<file path="config.mk">
export PLATFORM = sky130hd
export DESIGN_NAME = grid_cursor_ctrl
export DESIGN_NICKNAME = d
export VERILOG_FILES = /design/src/rtl/grid_cursor_ctrl.sv
export SDC_FILE = /design/constraint.sdc
export NUM_CORES = 1
export LEC_CHECK = 0
export CAP_MARGIN = 20
export CORE_MARGIN = 4
export CORE_UTILIZATION = 55
export CTS_CLUSTER_DIAMETER = 40
export DETAILED_ROUTE_END_ITERATION = 6
export PLACE_DENSITY = 0.78
export SETUP_SLACK_MARGIN = 0.4
export SLEW_MARGIN = 15
export SYNTH_ARGS = -nofsm -noshare
export SYNTH_HDL_FRONTEND = slang
export SYNTH_SLANG_ARGS = --single-unit
</file>
<file path="constraint.sdc">
create_clock -name clk -period 2 [get_ports clk]
set_input_delay 0.4 -clock clk [delete_from_list [all_inputs] [get_ports clk]]
set_output_delay 0.4 -clock clk [all_outputs]
set_load 0.01 [all_outputs]
</file>
<file path="src/rtl/grid_cursor_ctrl.sv">
// Cursor controller for a ROWS x COLS board: debounced five-button navigation with wrap/saturate edges.
// Optional build macro AUTOREPEAT_EN adds hold-to-repeat moves (HOLD_CYC initial delay, RPT_CYC period).
module grid_cursor_ctrl #(
  parameter int ROWS    = 3,
  parameter int COLS    = 3,
  parameter int DEB_CYC = 16,
  parameter int WRAP    = 1
`ifdef AUTOREPEAT_EN
  ,
  parameter int HOLD_CYC = 50_000_000,
  parameter int RPT_CYC  = 10_000_000
`endif
) (
  input  logic                                     clk,
  input  logic                                     rst_n,
  input  logic                                     btn_left,
  input  logic                                     btn_right,
  input  logic                                     btn_up,
  input  logic                                     btn_down,
  input  logic                                     btn_center,
  input  logic                                     clear,
  output logic [ROWS*COLS-1:0]                     cursor,
  output logic [((ROWS > 1) ? $clog2(ROWS) : 1)-1:0] cur_row,
  output logic [((COLS > 1) ? $clog2(COLS) : 1)-1:0] cur_col,
  output logic                                     write,
  output logic                                     bump
);

  localparam int RW = (ROWS > 1) ? $clog2(ROWS) : 1;
  localparam int CW = (COLS > 1) ? $clog2(COLS) : 1;
  localparam int DW = (DEB_CYC > 1) ? $clog2(DEB_CYC) : 1;
  localparam logic [RW-1:0] ROW_MID = RW'((ROWS - 1) / 2);
  localparam logic [RW-1:0] ROW_MAX = RW'(ROWS - 1);
  localparam logic [CW-1:0] COL_MID = CW'((COLS - 1) / 2);
  localparam logic [CW-1:0] COL_MAX = CW'(COLS - 1);

  typedef enum logic [1:0] {DIR_L, DIR_R, DIR_U, DIR_D} dir_e;

  // Bit order: 0 left, 1 right, 2 up, 3 down, 4 centre
  logic [4:0]    raw, sync_a, sync_b, deb, deb_q, qual, press;
  logic [1:0]    live;
  logic [DW-1:0] deb_cnt [5];
  logic          arm, mv_req, nxt_bump;
  dir_e          mv_dir;
  logic [RW-1:0] nxt_row;
  logic [CW-1:0] nxt_col;

  assign raw = {btn_center, btn_down, btn_up, btn_right, btn_left};

  always_ff @(posedge clk or negedge rst_n) begin
    if (!rst_n) begin
      sync_a <= '0;
      sync_b <= '0;
      live   <= '0;
    end else begin
      sync_a <= raw;
      sync_b <= sync_a;
      live   <= {live[0], 1'b1};
    end
  end

  // qual blocks a press from a button that was already held when reset released
  always_ff @(posedge clk or negedge rst_n) begin
    if (!rst_n) begin
      deb   <= '0;
      deb_q <= '0;
      qual  <= '0;
      for (int i = 0; i < 5; i++) deb_cnt[i] <= '0;
    end else begin
      deb_q <= deb;
      qual  <= qual | ({5{live[1]}} & ~sync_b);
      for (int i = 0; i < 5; i++) begin
        if (sync_b[i] != deb[i]) begin
          if (deb_cnt[i] == DW'(DEB_CYC - 1)) begin
            deb[i]     <= sync_b[i];
            deb_cnt[i] <= '0;
          end else begin
            deb_cnt[i] <= deb_cnt[i] + 1'b1;
          end
        end else begin
          deb_cnt[i] <= '0;
        end
      end
    end
  end

  assign press = deb & ~deb_q & qual;

`ifdef AUTOREPEAT_EN
  localparam int PW = $clog2((HOLD_CYC > RPT_CYC) ? HOLD_CYC : RPT_CYC) + 1;
  logic          rpt_on, rpt_fire, held_only;
  logic [PW-1:0] rpt_cnt;
  dir_e          last_dir;

  assign held_only = (deb[3:0] == (4'b0001 << last_dir));
  assign rpt_fire  = rpt_on && !arm && held_only && (rpt_cnt == '0);

  always_ff @(posedge clk or negedge rst_n) begin
    if (!rst_n) begin
      rpt_on   <= 1'b0;
      rpt_cnt  <= '0;
      last_dir <= DIR_L;
    end else if (mv_req && !clear) begin
      rpt_on   <= 1'b1;
      last_dir <= mv_dir;
      rpt_cnt  <= rpt_fire ? PW'(RPT_CYC - 1) : PW'(HOLD_CYC - 1);
    end else if (rpt_on && (clear || !held_only)) begin
      rpt_on <= 1'b0;
    end else if (rpt_on && rpt_cnt != '0) begin
      rpt_cnt <= rpt_cnt - 1'b1;
    end
  end
`endif

  always_comb begin
    mv_req   = 1'b0;
    mv_dir   = DIR_L;
    nxt_row  = cur_row;
    nxt_col  = cur_col;
    nxt_bump = 1'b0;
    if (arm && |press[3:0]) begin
      mv_req = 1'b1;
      if (press[0])      mv_dir = DIR_L;
      else if (press[1]) mv_dir = DIR_R;
      else if (press[2]) mv_dir = DIR_U;
      else               mv_dir = DIR_D;
    end
`ifdef AUTOREPEAT_EN
    else if (rpt_fire) begin
      mv_req = 1'b1;
      mv_dir = last_dir;
    end
`endif
    if (mv_req) begin
      case (mv_dir)
        DIR_L: if (cur_col != '0) nxt_col = cur_col - 1'b1;
               else if (WRAP != 0) nxt_col = COL_MAX;
               else nxt_bump = 1'b1;
        DIR_R: if (cur_col != COL_MAX) nxt_col = cur_col + 1'b1;
               else if (WRAP != 0) nxt_col = '0;
               else nxt_bump = 1'b1;
        DIR_U: if (cur_row != '0) nxt_row = cur_row - 1'b1;
               else if (WRAP != 0) nxt_row = ROW_MAX;
               else nxt_bump = 1'b1;
        default: if (cur_row != ROW_MAX) nxt_row = cur_row + 1'b1;
                 else if (WRAP != 0) nxt_row = '0;
                 else nxt_bump = 1'b1;
      endcase
    end
  end

  always_ff @(posedge clk or negedge rst_n) begin
    if (!rst_n) begin
      cur_row <= ROW_MID;
      cur_col <= COL_MID;
      write   <= 1'b0;
      bump    <= 1'b0;
      arm     <= 1'b1;
    end else begin
      write <= press[4];
      if (clear) begin
        cur_row <= ROW_MID;
        cur_col <= COL_MID;
        bump    <= 1'b0;
      end else begin
        cur_row <= nxt_row;
        cur_col <= nxt_col;
        bump    <= nxt_bump;
      end
      if (mv_req)              arm <= 1'b0;
      else if (~|deb[3:0])     arm <= 1'b1;
    end
  end

  always_comb begin
    cursor = '0;
    for (int r = 0; r < ROWS; r++)
      for (int c = 0; c < COLS; c++)
        cursor[r*COLS+c] = (cur_row == RW'(r)) && (cur_col == CW'(c));
  end

endmodule

</file>
# Yosys cells after proc, flatten, opt, wreduce, memory -nomap -nowiden

Cells that the tools add are included.

Register bits after elaboration: 53
Input port bits: 8
Output and inout bits: 15
Word-level logic and storage cells: 108

$add $sub $neg: 9
Eq/ne operators: 20
Mux-type cells: 27
Bitwise gates (word level): 6
Reductions and logical operators: 27

Operator list:

| kind                  | count |
|---|---|
| $mux W4               | 10 |
| $mux W2               | 11 |
| $add A4 B1 Y4 const B | 5 |
| $eq A4 B4 Y1 const B  | 5 |
| $and A5 B5 Y5         | 3 |
| $reduce_and A2 Y1     | 7 |
| $logic_and A1 B1 Y1   | 10 |
| $not A5 Y5            | 2 |
| $pmux W2 S2           | 2 |
| $reduce_or A4 Y1      | 2 |
| $eq A2 B1 Y1 const B  | 3 |
| $eq A2 B2 Y1 const B  | 3 |
| $logic_not A2 Y1      | 3 |
| $ne A2 B2 Y1 const B  | 3 |
| $reduce_bool A2 Y1    | 3 |
| $ne A1 B1 Y1          | 5 |
| $or A5 B5 Y5          | 1 |
| $add A2 B1 Y2 const B | 2 |
| $mux W1               | 4 |
| $sub A2 B1 Y2 const B | 2 |
| $reduce_bool A3 Y1    | 1 |
| $ne A2 B1 Y1 const B  | 1 |
| $reduce_or A2 Y1      | 1 |

# Longest topological paths before layout

Word-level depth: 12
Depth in mapped cells: 6

# Least setup slack after synthesis

Ideal clock, no wire load.

Path kind: register to register
From: register cur_row[0] in the netlist's numbering
To: register cur_row[1] in the netlist's numbering
Library setup time: 0.119 ns
Arrival: 1.308 ns
Required time: 1.881 ns
Slack: 0.573 ns
Cell stages (with the launch flop): 6
Buffers on the path: 0
Clock period less this slack: 1.427 ns
Cell sequence: dfstp_2 inv_1 ha_1 mux2i_1 and4_1 o21ba_2

Word-level cells in the longest chain between the ends: 5
Elaborated cells on any way between the ends: 9
Classes of those cells: 2 x add/sub; 1 x eq/ne; 5 x mux; 1 x reduce/logical

RTL lines:

| what                                        | line     | text |
|---|---|---|
| start: declaration                          | 23       | `output logic [((ROWS > 1) ? $clog2(ROWS) : 1)-1:0] cur_row,` |
| start signal: assignment                    | 166      | `cur_row <= nxt_row;` |
| $add A2 B1 Y2, or another cell as far along | 145      | `default: if (cur_row != ROW_MAX) nxt_row = cur_row + 1'b1;` |
| $mux W2 (on tied branches)                  | 145, 142 |  |
| $pmux W2 S2 *                               | 135      | `case (mv_dir)` |
| $mux W2 *                                   | 134      | `if (mv_req) begin` |
| $mux W2 *                                   | 161      | `if (clear) begin` |

Mark *: on every way between the ends. The rest lies on a longest branch, timed or not. The select of a mux whose other input is x is not followed.
A chain may end at the register's enable or synchronous reset.

# Final worst setup path

From: register cur_col[0] in the netlist's numbering
To: output port cursor[3]

Word-level cells in the longest chain between the ends: 2

RTL lines:

| what                     | line | text |
|---|---|---|
| start: declaration       | 24   | `output logic [((COLS > 1) ? $clog2(COLS) : 1)-1:0] cur_col,` |
| start signal: assignment | 167  | `cur_col <= nxt_col;` |
| $logic_not A2 Y1         | 179  | `cursor[r*COLS+c] = (cur_row == RW'(r)) && (cur_col == CW'(c));` |
| $logic_and A1 B1 Y1      | 179  |  |
| end: declaration         | 22   | `output logic [ROWS*COLS-1:0] cursor,` |

No other way between the ends.

==> qor.txt <==
TIMING
-----------------------------------------------------------------------------------------------------------------
Slew at the pin closest to its max-slew limit                                                              548 ps
Period Utilization, post-route                                                                              89.6%
Number of hold violations in the final report                                                                   0
Number of setup violations in the final report                                                                  0
Final-layout setup total negative slack                                                                      0 ps
Post-route clock skew                                                                                     5.36 ps
Unrepaired setup endpoints after global routing                                                              true
Setup slack after layout                                                                                   209 ps
Max-slew violation count                                                                                        0
Fmax                                                                                                      558 MHz
Minimum period implied by the final worst setup slack                                                     1790 ps
Worst rel slew slack                                                                                        63.5%

DRT
-----------------------------------------------------------------------------------------------------------------
Wire length per cell after detailed routing                                                               14.2 um
Total via count after detailed routing                                                                       1462
Iteration-0 DRC count of the detailed router                                                                   36
Final routed DRC violation total                                                                                0
Routed via count divided by cell count                                                                       5.38
Post-detailed-routing wire length                                                                         3850 um
Number of nets with antenna violations after detailed routing                                                   0
Drt first pass iters                                                                                            4

DIE
-----------------------------------------------------------------------------------------------------------------
Width of the die                                                                                          71.6 um
Area of the core                                                                                         3770 um2
# rows                                                                                                         22
Initial core utilization                                                                                    59.0%
Top-Level Pins                                                                                                 23
Die outline area                                                                                         5130 um2
Chip Height                                                                                               71.6 um

SYNTHESIS
-----------------------------------------------------------------------------------------------------------------
Main combinational cell family by area after synthesis                                               simple AND/OR/NAND/NOR gates
Library cell occupying the most area in the post-synthesis netlist                                   sky130_fd_sc_hd__dfrtp_1
Top cells by instance count after synthesis                                                          sky130_fd_sc_hd__dfrtp_1 (50), sky130_fd_sc_hd__inv_1 (17), sky130_fd_sc_hd__ha_1 (12)
Instance count of the mapped netlist                                                                          188
Post-synthesis sequential area ratio                                                                        59.8%
Number of enable-type register cells in the synthesized netlist                                                 0
Number of different library cells in the post-synthesis netlist                                                34
Top cells by area in the synthesized netlist                                                         sky130_fd_sc_hd__dfrtp_1 (56%), sky130_fd_sc_hd__ha_1 (6.7%), sky130_fd_sc_hd__xnor2_1 (3.9%)
Share of async-settable or async-resettable flops after synthesis                                            100%
Most used flip-flop cell after synthesis                                                             sky130_fd_sc_hd__dfrtp_1
Most frequent cell after synthesis                                                                   sky130_fd_sc_hd__dfrtp_1
Post-Syn Nets                                                                                                 208
Avg Cell Area, Syn                                                                                       11.8 um2
Yosys Warn Count                                                                                                0
Netlist area before placement                                                                            2220 um2
Xor/xnor share of the synthesized area                                                                      3.94%
Number of storage elements in the synthesis netlist                                                            53
Multiplexer share of the synthesized area                                                                  0.450%
Complex-gate fraction of the synthesized area                                                               10.3%
Arithmetic-cell share of the synthesized area counting full adders, half adders and majority gates          6.75%
Post-synthesis share of cell area spent on and, or, nand and nor gates                                      14.9%
Top-area cell type share of the netlist area                                                                56.2%

PLACE
-----------------------------------------------------------------------------------------------------------------
Post-placement setup slack                                                                                 110 ps
Final weighted congestion in routability-driven placement                                                   0.767
Placed wire-length estimate after detailed placement                                                      2640 um
Number of port buffers                                                                                         21

GRT
-----------------------------------------------------------------------------------------------------------------
Overall overflow remaining after global route                                                                   0
Number of global-route vias before repair                                                                    1480
All-layer global routing usage                                                                              16.1%
Antenna violations before repair                                                                                0
Maximum number of pins on one net before global-route repair                                                   30
Global-route wire length before repair                                                                    6390 um

CRITICAL PATH
-----------------------------------------------------------------------------------------------------------------
Critical path data required time                                                                          1600 ps
Category of the worst setup path capture point                                                         output pin
Startpoint of the most critical register-to-register path                                            cur_col[0]$_DFFE_PN1P_
Launch point of the critical path                                                                    cur_col[0]$_DFFE_PN1P_
Worst Path Max Fanout                                                                                           4
Critical Setup Path Class                                                                            flop to output pin
Cell-by-cell listing of the critical path                                                            inv_4 -> ha_4 -> and2_1 -> buf_2
FF-to-FF End                                                                                         cur_col[0]$_DFFE_PN1P_
Slowest stage cell, crit path                                                                        sky130_fd_sc_hd__dfstp_2
Depth of the most critical reg-to-reg path                                                                      6
Critical Path Start Type                                                                                     flop
Data arrival at the endpoint of the critical path                                                         1390 ps
Register-to-register path setup slack                                                                      460 ps
CP max stage delay                                                                                         590 ps

FINAL LAYOUT
-----------------------------------------------------------------------------------------------------------------
Share of cells above drive strength 1                                                                       23.7%
Sequential cell area                                                                                     1330 um2
Final core area utilization                                                                                 73.8%
Post-layout net count                                                                                         243
Total area of multi-input combinational cells                                                             911 um2
Synth-to-layout area growth                                                                                 25.1%
Antenna cell count                                                                                              0
Filler Cells Inserted                                                                                         245

CTS
-----------------------------------------------------------------------------------------------------------------
H-tree Lvls                                                                                                     2
Sink Count                                                                                                     53
Insertion delay of the later-clocked pin in the worst-skew pair                                            290 ps
TritonCTS clock tree                                                                                        built
Clock input transition at the sequential cells of the worst setup and hold paths                            80 ps
Clock Tree Root                                                                                      sky130_fd_sc_hd__clkbuf_8
CTS Buf Count                                                                                                   5
Clock buffer depth                                                                                              2

POWER
-----------------------------------------------------------------------------------------------------------------
Clock group share of total power                                                                            36.1%
Switching power of the nets                                                                            0.000398 W
Combinational cell fraction of total power                                                                   5.6%
Total power of the final layout                                                                         0.00197 W
Sw frac                                                                                                     20.2%
Int Pwr                                                                                                 0.00157 W
Worst voltage drop across the vdd grid                                                                     604 uV
Leak pwr                                                                                                  1.28 nW
Share of power burned in registers                                                                          58.3%
Power Dens Cells                                                                                       708 nW/um2

OUTCOME
-----------------------------------------------------------------------------------------------------------------
Run status                                                                                           complete, no violations

RUN
-----------------------------------------------------------------------------------------------------------------
Count of maximum capacitance violations                                                                         0

MIN PATH
-----------------------------------------------------------------------------------------------------------------
Hold Crit Class                                                                                      primary input to async pin

## final cells by class
| class | instances | area share, % |
|---|---|---|
| clock inverters | 1 | 1.08 |
| flip-flops and latches | 53 | 47.8 |
| clock buffers | 7 | 3.10 |
| well taps | 48 | 2.16 |
| inverters | 17 | 2.47 |
| multi-input cells | 116 | 32.7 |
| repair buffers | 30 | 10.7 |
## stage by stage
| step | instance area, um2 | cells | hold slack [ps] |
|---|---|---|---|
| final | 2780 | 272 | 84.2 |
| after global placement | 2490 | 256 | 335 |
| after global routing | 2780 | 272 | 107 |
| after floorplan | 2220 | 188 | 104 |
| after detailed placement | 2490 | 256 | 336 |
| after CTS | 2670 | 268 | 89.2 |
## what timing repair did
item                       in CTS  in global routing
pin swaps                       0                  2
hold buffers                    0                  0
buffers inserted                4                  4
setup endpoints to repair      13                 12
resized for setup              58                 23
## kinds of logic (layout without fill, tap and decap cells)
kind of cell,after synthesis,after routing
AND/OR/NAND/NOR,55,55
buffers and inverters,19,55
flip-flops,53,53
multiplexers,1,1
XOR/XNOR,10,10
other,2,2
AO/OA/AOI/OAI,36,36
adder cells (fa/ha/maj),12,12
## power groups by stage
stage | combinational (W) | sequential [W] | clock [W]
CTS | 0.000112 | 0.00115 | 0.000739
global placement | 0.000102 | 0.00116 | 0
floorplan | 0.0000598 | 0.00116 | 0
detailed placement | 0.000109 | 0.00117 | 0
global route | 0.000126 | 0.00115 | 0.000796
finish | 0.000110 | 0.00115 | 0.000712
## flip-flops by register name, indices dropped and copies added, names as in the netlist
| signal | count |
|---|---|
| deb_cnt | 20 |
| deb | 5 |
| deb_q | 5 |
| qual | 5 |
| sync_a | 5 |
| sync_b | 5 |
| cur_col | 2 |
| cur_row | 2 |
| live | 2 |
| arm | 1 |
| write | 1 |
## worst max path at each step
stage                                   endpoint  slack [ps]  cells past startpoint
after CTS                              cursor[1]         220                      4
after global routing                   cursor[3]         150                      4
after floorplan           cur_row[1]$_DFFE_PN0P_         570                      5
after global placement                 cursor[7]         150                      4
after detailed placement               cursor[7]         110                      4
final                                  cursor[3]         210                      4
## critical path, delay by kind of cell, from the launching register on
kind,cells,cell delay (ps)
fa+ha+maj,1,170
buf+inv,2,190
simple gates,1,140
flops,1,590
## cells in the final DEF (no fill, tap or decap), types with 3 or more instances in the layout
master and instances:
sky130_fd_sc_hd__dfstp_2 3, sky130_fd_sc_hd__buf_2 3, sky130_fd_sc_hd__o21ai_0 11, sky130_fd_sc_hd__xnor2_1 10
sky130_fd_sc_hd__buf_4 6, sky130_fd_sc_hd__nand4b_1 5, sky130_fd_sc_hd__clkdlybuf4s50_1 6, sky130_fd_sc_hd__inv_1 14
sky130_fd_sc_hd__nand3_1 5, sky130_fd_sc_hd__nor2b_1 5, sky130_fd_sc_hd__nor3b_1 5, sky130_fd_sc_hd__a21o_1 5
sky130_fd_sc_hd__and2_4 8, sky130_fd_sc_hd__nand2_1 10, sky130_fd_sc_hd__dfrtp_1 50, sky130_fd_sc_hd__and3b_1 3
sky130_fd_sc_hd__a21oi_1 10, sky130_fd_sc_hd__buf_6 10, sky130_fd_sc_hd__clkbuf_8 6, sky130_fd_sc_hd__nor2_1 6
sky130_fd_sc_hd__ha_4 6, sky130_fd_sc_hd__ha_1 6
## per-layer routing
layer | track usage [%] | share of wire, % | vias to the layer above
li1 | - | - | 707
met1 | 18.4 | 42 | 718
met2 | 27.1 | 52 | 32
met3 | 5.05 | 4.6 | 5
met4 | 7.93 | 1.4 | 0
met5 | 0 | 0 | -
No activity file was read; power rests on OpenSTA's default activity.
==> variant 1: new RTL, config.mk and constraints unchanged <==
Set the parameter `COLS` to 2 (it was 3).
--- a/src/rtl/grid_cursor_ctrl.sv
+++ b/src/rtl/grid_cursor_ctrl.sv
@@ -2,7 +2,7 @@
 // Optional build macro AUTOREPEAT_EN adds hold-to-repeat moves (HOLD_CYC initial delay, RPT_CYC period).
 module grid_cursor_ctrl #(
   parameter int ROWS    = 3,
-  parameter int COLS    = 3,
+  parameter int COLS    = 2,
   parameter int DEB_CYC = 16,
   parameter int WRAP    = 1
 `ifdef AUTOREPEAT_EN
Ports: changed (resized cur_col and cursor); port bits go from 23 to 19. The function was not compared with the original's and may differ.
==> variant 1 against the original RTL <==
- synthesized area fell by 4.9%
- total power fell by 8.1%
- worst setup slack better by 0.022 ns
- routed wire length decreased by 12%
- count of clock-buffer cells in the layout rose by 1
- worst hold slack better by 0.11 ns
- clock skew hardly changed
- combinational power decreased by 6%
- cell area shrank 10%
- sequential cell count decreased by 1
- utilization down 6.0 points
- critical path type unchanged
- largest cell class unchanged
==> variant 1: results (changes against the original RTL) <==
Netlist cell types=31 (-8.8%); worst skew pair latency=0.29 ns (about the same); Seq/Total Area, Yosys=0.617 (+0.0187); GRT Util Overall=0.159 (-0.00139); Port Buffers=17 (-19%); global-route wire length before repair=6190 um (-3.1%); Async SR Flop Fraction=1.00 (unchanged); maximum VDD drop=0.523 mV (-13%); Least-Margin Pin Slew=0.620 ns (+0.0718 ns); final net count=224 (-7.8%); DR iter-0 viols=74 (+110%); via count=1350 (-7.7%); CP Max Fanout=3 (-1); Post-synth EDFFs=0 (unchanged); Setup violations, final=0 (unchanged); Filler cells=293 (+20%); top cells by area, synth=dfrtp_1 (59%), ha_1 (5.9%), xnor2_1 (4.1%); post-DP HPWL=2410 um (-8.5%); Root Buffer=clkbuf_8; Max H-tree Level=2 (unchanged); vias in the first global route=1458 (-1.5%); P_leak=1.12 nW (-12%); clk buf depth=2 (unchanged); Top reg by flops=deb_cnt; HP Class=primary input to asynchronous set/reset pin; status=completed; routed len/inst=13.2 um (-6.5%); Syn Nets=194 (-6.7%); Critical-path top delay cell=dfstp_2; Synth top cells by count=dfrtp_1 (50), inv_1 (14), a21oi_1 (12), o21ai_0 (12); slowest stage delay, CP=0.58 ns; 1st-pass router iterations=4 (unchanged); Ys Warns=0 (unchanged); share of layout cells above drive strength 1=0.174 (-0.0627); routability cong.=0.771 (+0.43%); Largest register FFs=20 (unchanged); initial antenna violation count=0 (unchanged); Arr. time, crit path=1.37 ns (-0.02 ns); Ant. Diodes=0 (unchanged); Worst Skew=0.00531 ns (-0.0000498 ns); clock slew at reported path FFs=0.08 ns (about the same); CTS Buf Count=5 (unchanged); pin count of the biggest net entering global routing=53 (+77%)
[variant 1: cell count changes in the layout (fill, tap and decap cells not counted), sizes merged, moves of 2 or more]
| cell | before | now |
|---|---|---|
| dlymetal6s2s | 2 | 0 |
| a21oi | 10 | 12 |
| inv | 17 | 14 |
| buf | 20 | 14 |
| o31ai | 2 | 0 |
| dlygate4sd2 | 1 | 3 |
| ha | 12 | 10 |
| and2 | 9 | 3 |
| nor2b | 5 | 7 |
[variant 1: worst paths after layout]
kind	from	endpoint	slack [ns]	cells past startpoint
setup / recovery	cur_row[0]	cursor[2]	0.23	5
hold / removal	rst_n	deb_cnt[1]	0.20	2
setup reg to reg	cur_row[0]	cur_row[0]	0.48	6
hold reg to reg	live[0]	live[1]	0.36	0
max in group asynchronous	rst_n	cur_col	1.36	2
min in group clk	live[0]	live[1]	0.36	0
[variant 1: cell type report]
class,instances,area share
Sequential cell,52,0.522
Timing Repair Buffer,24,0.0776
Clock buffer,8,0.0360
Inverter,14,0.0230
Multi-Input combinational cell,109,0.317
Tap cell,48,0.0240
[variant 1: per-stage QoR]
stage | instance area, um2 | setup slack (ns) | instances | power, mW | util
2_1_floorplan | 2110 | 0.588 | 176 | 1.20 | -
3_3_place_gp | 2340 | 0.179 | 241 | 1.24 | 0.634
3_5_place_dp | 2340 | 0.136 | 241 | 1.25 | 0.634
4_1_cts | 2440 | 0.196 | 252 | 1.84 | 0.662
5_1_grt | 2500 | 0.161 | 255 | 1.91 | 0.678
6_report | 2500 | 0.231 | 255 | 1.81 | 0.678
[variant 1: power breakdown]
group / switching [mW] / total [mW] / internal, mW
registers: 0.0347 / 1.13 / 1.09
logic: 0.0550 / 0.103 / 0.0482
clock network: 0.299 / 0.581 / 0.282
[variant 1: metal layers]
metal / track usage / vias to the layer above / share of wire
met5: 0 / - / 0
met4: 0.0660 / 0 / 0.020
met3: 0.0518 / 8 / 0.054
met2: 0.288 / 28 / 0.52
met1: 0.170 / 662 / 0.41
li1: - / 652 / -
[variant 1: what timing repair did]
action / in CTS / in global routing
pin swaps: 0 / 3
endpoints found under the setup margin: 9 / 6
gates resized for setup: 33 / 9
setup buffers: 3 / 3
[variant 1: logic make-up (layout without fill, tap and decap cells)]
group	after synthesis	after routing	synth area share
flops	52	52	0.617
buf+inv	15	46	0.0284
simple gates	52	52	0.149
xor+xnor	11	11	0.0456
fa+ha+maj	10	10	0.0592
compound gates	33	33	0.0935
mux	1	1	0.00473
other cells	2	2	0.00355
[variant 1: worst max-delay path, delay by kind of cell (launching register included)]
| kind | cells | cell delay [ns] |
|---|---|---|
| buf+inv | 3 | 0.27 |
| simple gates | 1 | 0.08 |
| flops | 1 | 0.58 |
| fa+ha+maj | 1 | 0.14 |
==> variant 2: new RTL, config.mk and constraints unchanged <==
Made on the original files. Add an input register stage for `btn_left`, `btn_right`, `btn_up`, `btn_down` and `btn_center`, without a reset; this delays them by one clock. The other inputs are not delayed to match.
--- a/src/rtl/grid_cursor_ctrl.sv
+++ b/src/rtl/grid_cursor_ctrl.sv
@@ -36,6 +36,20 @@
 
   typedef enum logic [1:0] {DIR_L, DIR_R, DIR_U, DIR_D} dir_e;
 
+  logic btn_left_q;
+  logic btn_right_q;
+  logic btn_up_q;
+  logic btn_down_q;
+  logic btn_center_q;
+
+  always_ff @(posedge clk) begin
+    btn_left_q   <= btn_left;
+    btn_right_q  <= btn_right;
+    btn_up_q     <= btn_up;
+    btn_down_q   <= btn_down;
+    btn_center_q <= btn_center;
+  end
+
   // Bit order: 0 left, 1 right, 2 up, 3 down, 4 centre
   logic [4:0]    raw, sync_a, sync_b, deb, deb_q, qual, press;
   logic [1:0]    live;
@@ -45,7 +59,7 @@
   logic [RW-1:0] nxt_row;
   logic [CW-1:0] nxt_col;
 
-  assign raw = {btn_center, btn_down, btn_up, btn_right, btn_left};
+  assign raw = {btn_center_q, btn_down_q, btn_up_q, btn_right_q, btn_left_q};
 
   always_ff @(posedge clk or negedge rst_n) begin
     if (!rst_n) begin
Formal check against the unedited RTL: same outputs for any inputs over 10 cycles, from zero or initial values and one cycle with rst_n low; that may be too few to reach the edited logic, so the function may still have changed.
==> variant 2 against the original RTL <==
- non-clock buffer count grew 1
- critical path depth is the same
- synthesized area grew 5.6%
- worst setup slack gained 0.0093 ns
- register-to-register slack is essentially flat
- largest cell class unchanged
- cell area grew 8.5%
- clock power grew 63%
- first-iteration DRC count grew to 2.7 times the old value
- utilization grew 0.61 points
- routed wire length grew 13%
- sequential cell count grew 5
- final cell count grew 4.4%
- total power grew 28%
==> variant 2: results (changes against the original RTL) <==
status=completed; Netlist cell types=38 (+12%); maximum VDD drop=0.724 mV (+20%); pin count of the biggest net entering global routing=28 (-6.7%); share of layout cells above drive strength 1=0.265 (+0.0284); Synth Area in Adders=0.0799 (+0.0124); vias in the first global route=1594 (+7.7%); post-synthesis mux area share=0 (-0.00450); final net count=252 (+3.7%); Post-CTS Resized=74 (+28%); routed len/inst=15.3 um (+7.8%); DR iter-0 viols=96 (+170%); placed cells=259 (+1.2%); Non-Filler Instances=284 (+4.4%); slew margin rel.=0.596 (-0.0383); worst skew pair latency=0.32 ns (+0.03 ns); slowest stage delay, CP=0.57 ns (-0.02 ns); Seq/Total Area, Yosys=0.609 (+0.0108); compound-cell area share of the yosys netlist=0.113 (+0.0105); top cells by area, synth=dfrtp_1 (53%), ha_1 (8.0%), dfxtp_1 (4.3%); GRT Util Overall=0.183 (+0.0226); Max H-tree Level=3 (+1); post-DP HPWL=2880 um (+9.1%); Place WS=0.0872 ns (-0.0229 ns); CTS Buf Count=9 (+4); Worst Skew=0.00769 ns (+0.00234 ns); postcts setup bufs=7 (+3); routability cong.=0.853 (+11%); vias per std cell=5.52 (+2.7%); global-route wire length before repair=7250 um (+13%); Synth Area in XOR/XNOR=0.0373 (-0.00210); P_leak=1.39 nW (+8.9%); Syn Nets=212 (+1.9%)
[variant 2: cell count changes after synthesis, moves of 2 or more]
cell,before,now
a31oi_1,1,3
a311oi_1,1,3
dfxtp_1,0,5
a21o_1,5,8
a21oi_1,10,6
o21ai_0,11,8
ha_1,12,15
nand4b_1,5,3
inv_1,17,13
[variant 2: area by class of cell]
type,instances,area [um2],area share
well taps,50,62.6,0.0207
repair buffers,31,298,0.0986
inverters,13,53.8,0.0178
clock inverters,5,77.6,0.0257
multi-input cells,116,956,0.316
clock buffers,11,141,0.0468
flip-flops and latches,58,1430,0.474
[variant 2: final timing paths]
kind / slack, ns / to / depth (start not counted)
setup / recovery: 0.22 / cursor[6] / 4
hold / removal: 0.08 / deb_cnt[11] / 1
setup reg to reg: 0.46 / cur_col[0] / 5
hold reg to reg: 0.33 / sync_a[3] / 0
max in group asynchronous: 1.36 / qual[1] / 2
min in group clk: 0.33 / sync_a[3] / 0
[variant 2: power by group]
part           switching [mW]  internal (mW)
sequential             0.0374           1.22
clock                   0.427          0.731
combinational          0.0592         0.0530
[variant 2: per-stage QoR]
stage          hold slack, ns  instance area (um2)  utilization
2_1_floorplan           0.104                 2350            -
3_3_place_gp            0.318                 2630        0.647
3_5_place_dp            0.322                 2630        0.647
4_1_cts                0.0822                 2950        0.728
5_1_grt                 0.104                 3020        0.744
6_report               0.0808                 3020        0.744
[variant 2: metal layers]
metal  routed length [um]  GRT usage  vias to the layer above
met3                  210     0.0684                        8
met5                    0          0                        -
met4                   72     0.0825                        0
met2                 2300      0.309                       37
met1                 1750      0.207                      786
li1                     -          -                      737
[variant 2: logic make-up after synthesis]
logic type	count (synthesis)
AO/OA/AOI/OAI	39
XOR/XNOR	10
adder cells (fa/ha/maj)	15
buffers and inverters	15
other	2
flip-flops	58
AND/OR/NAND/NOR	50
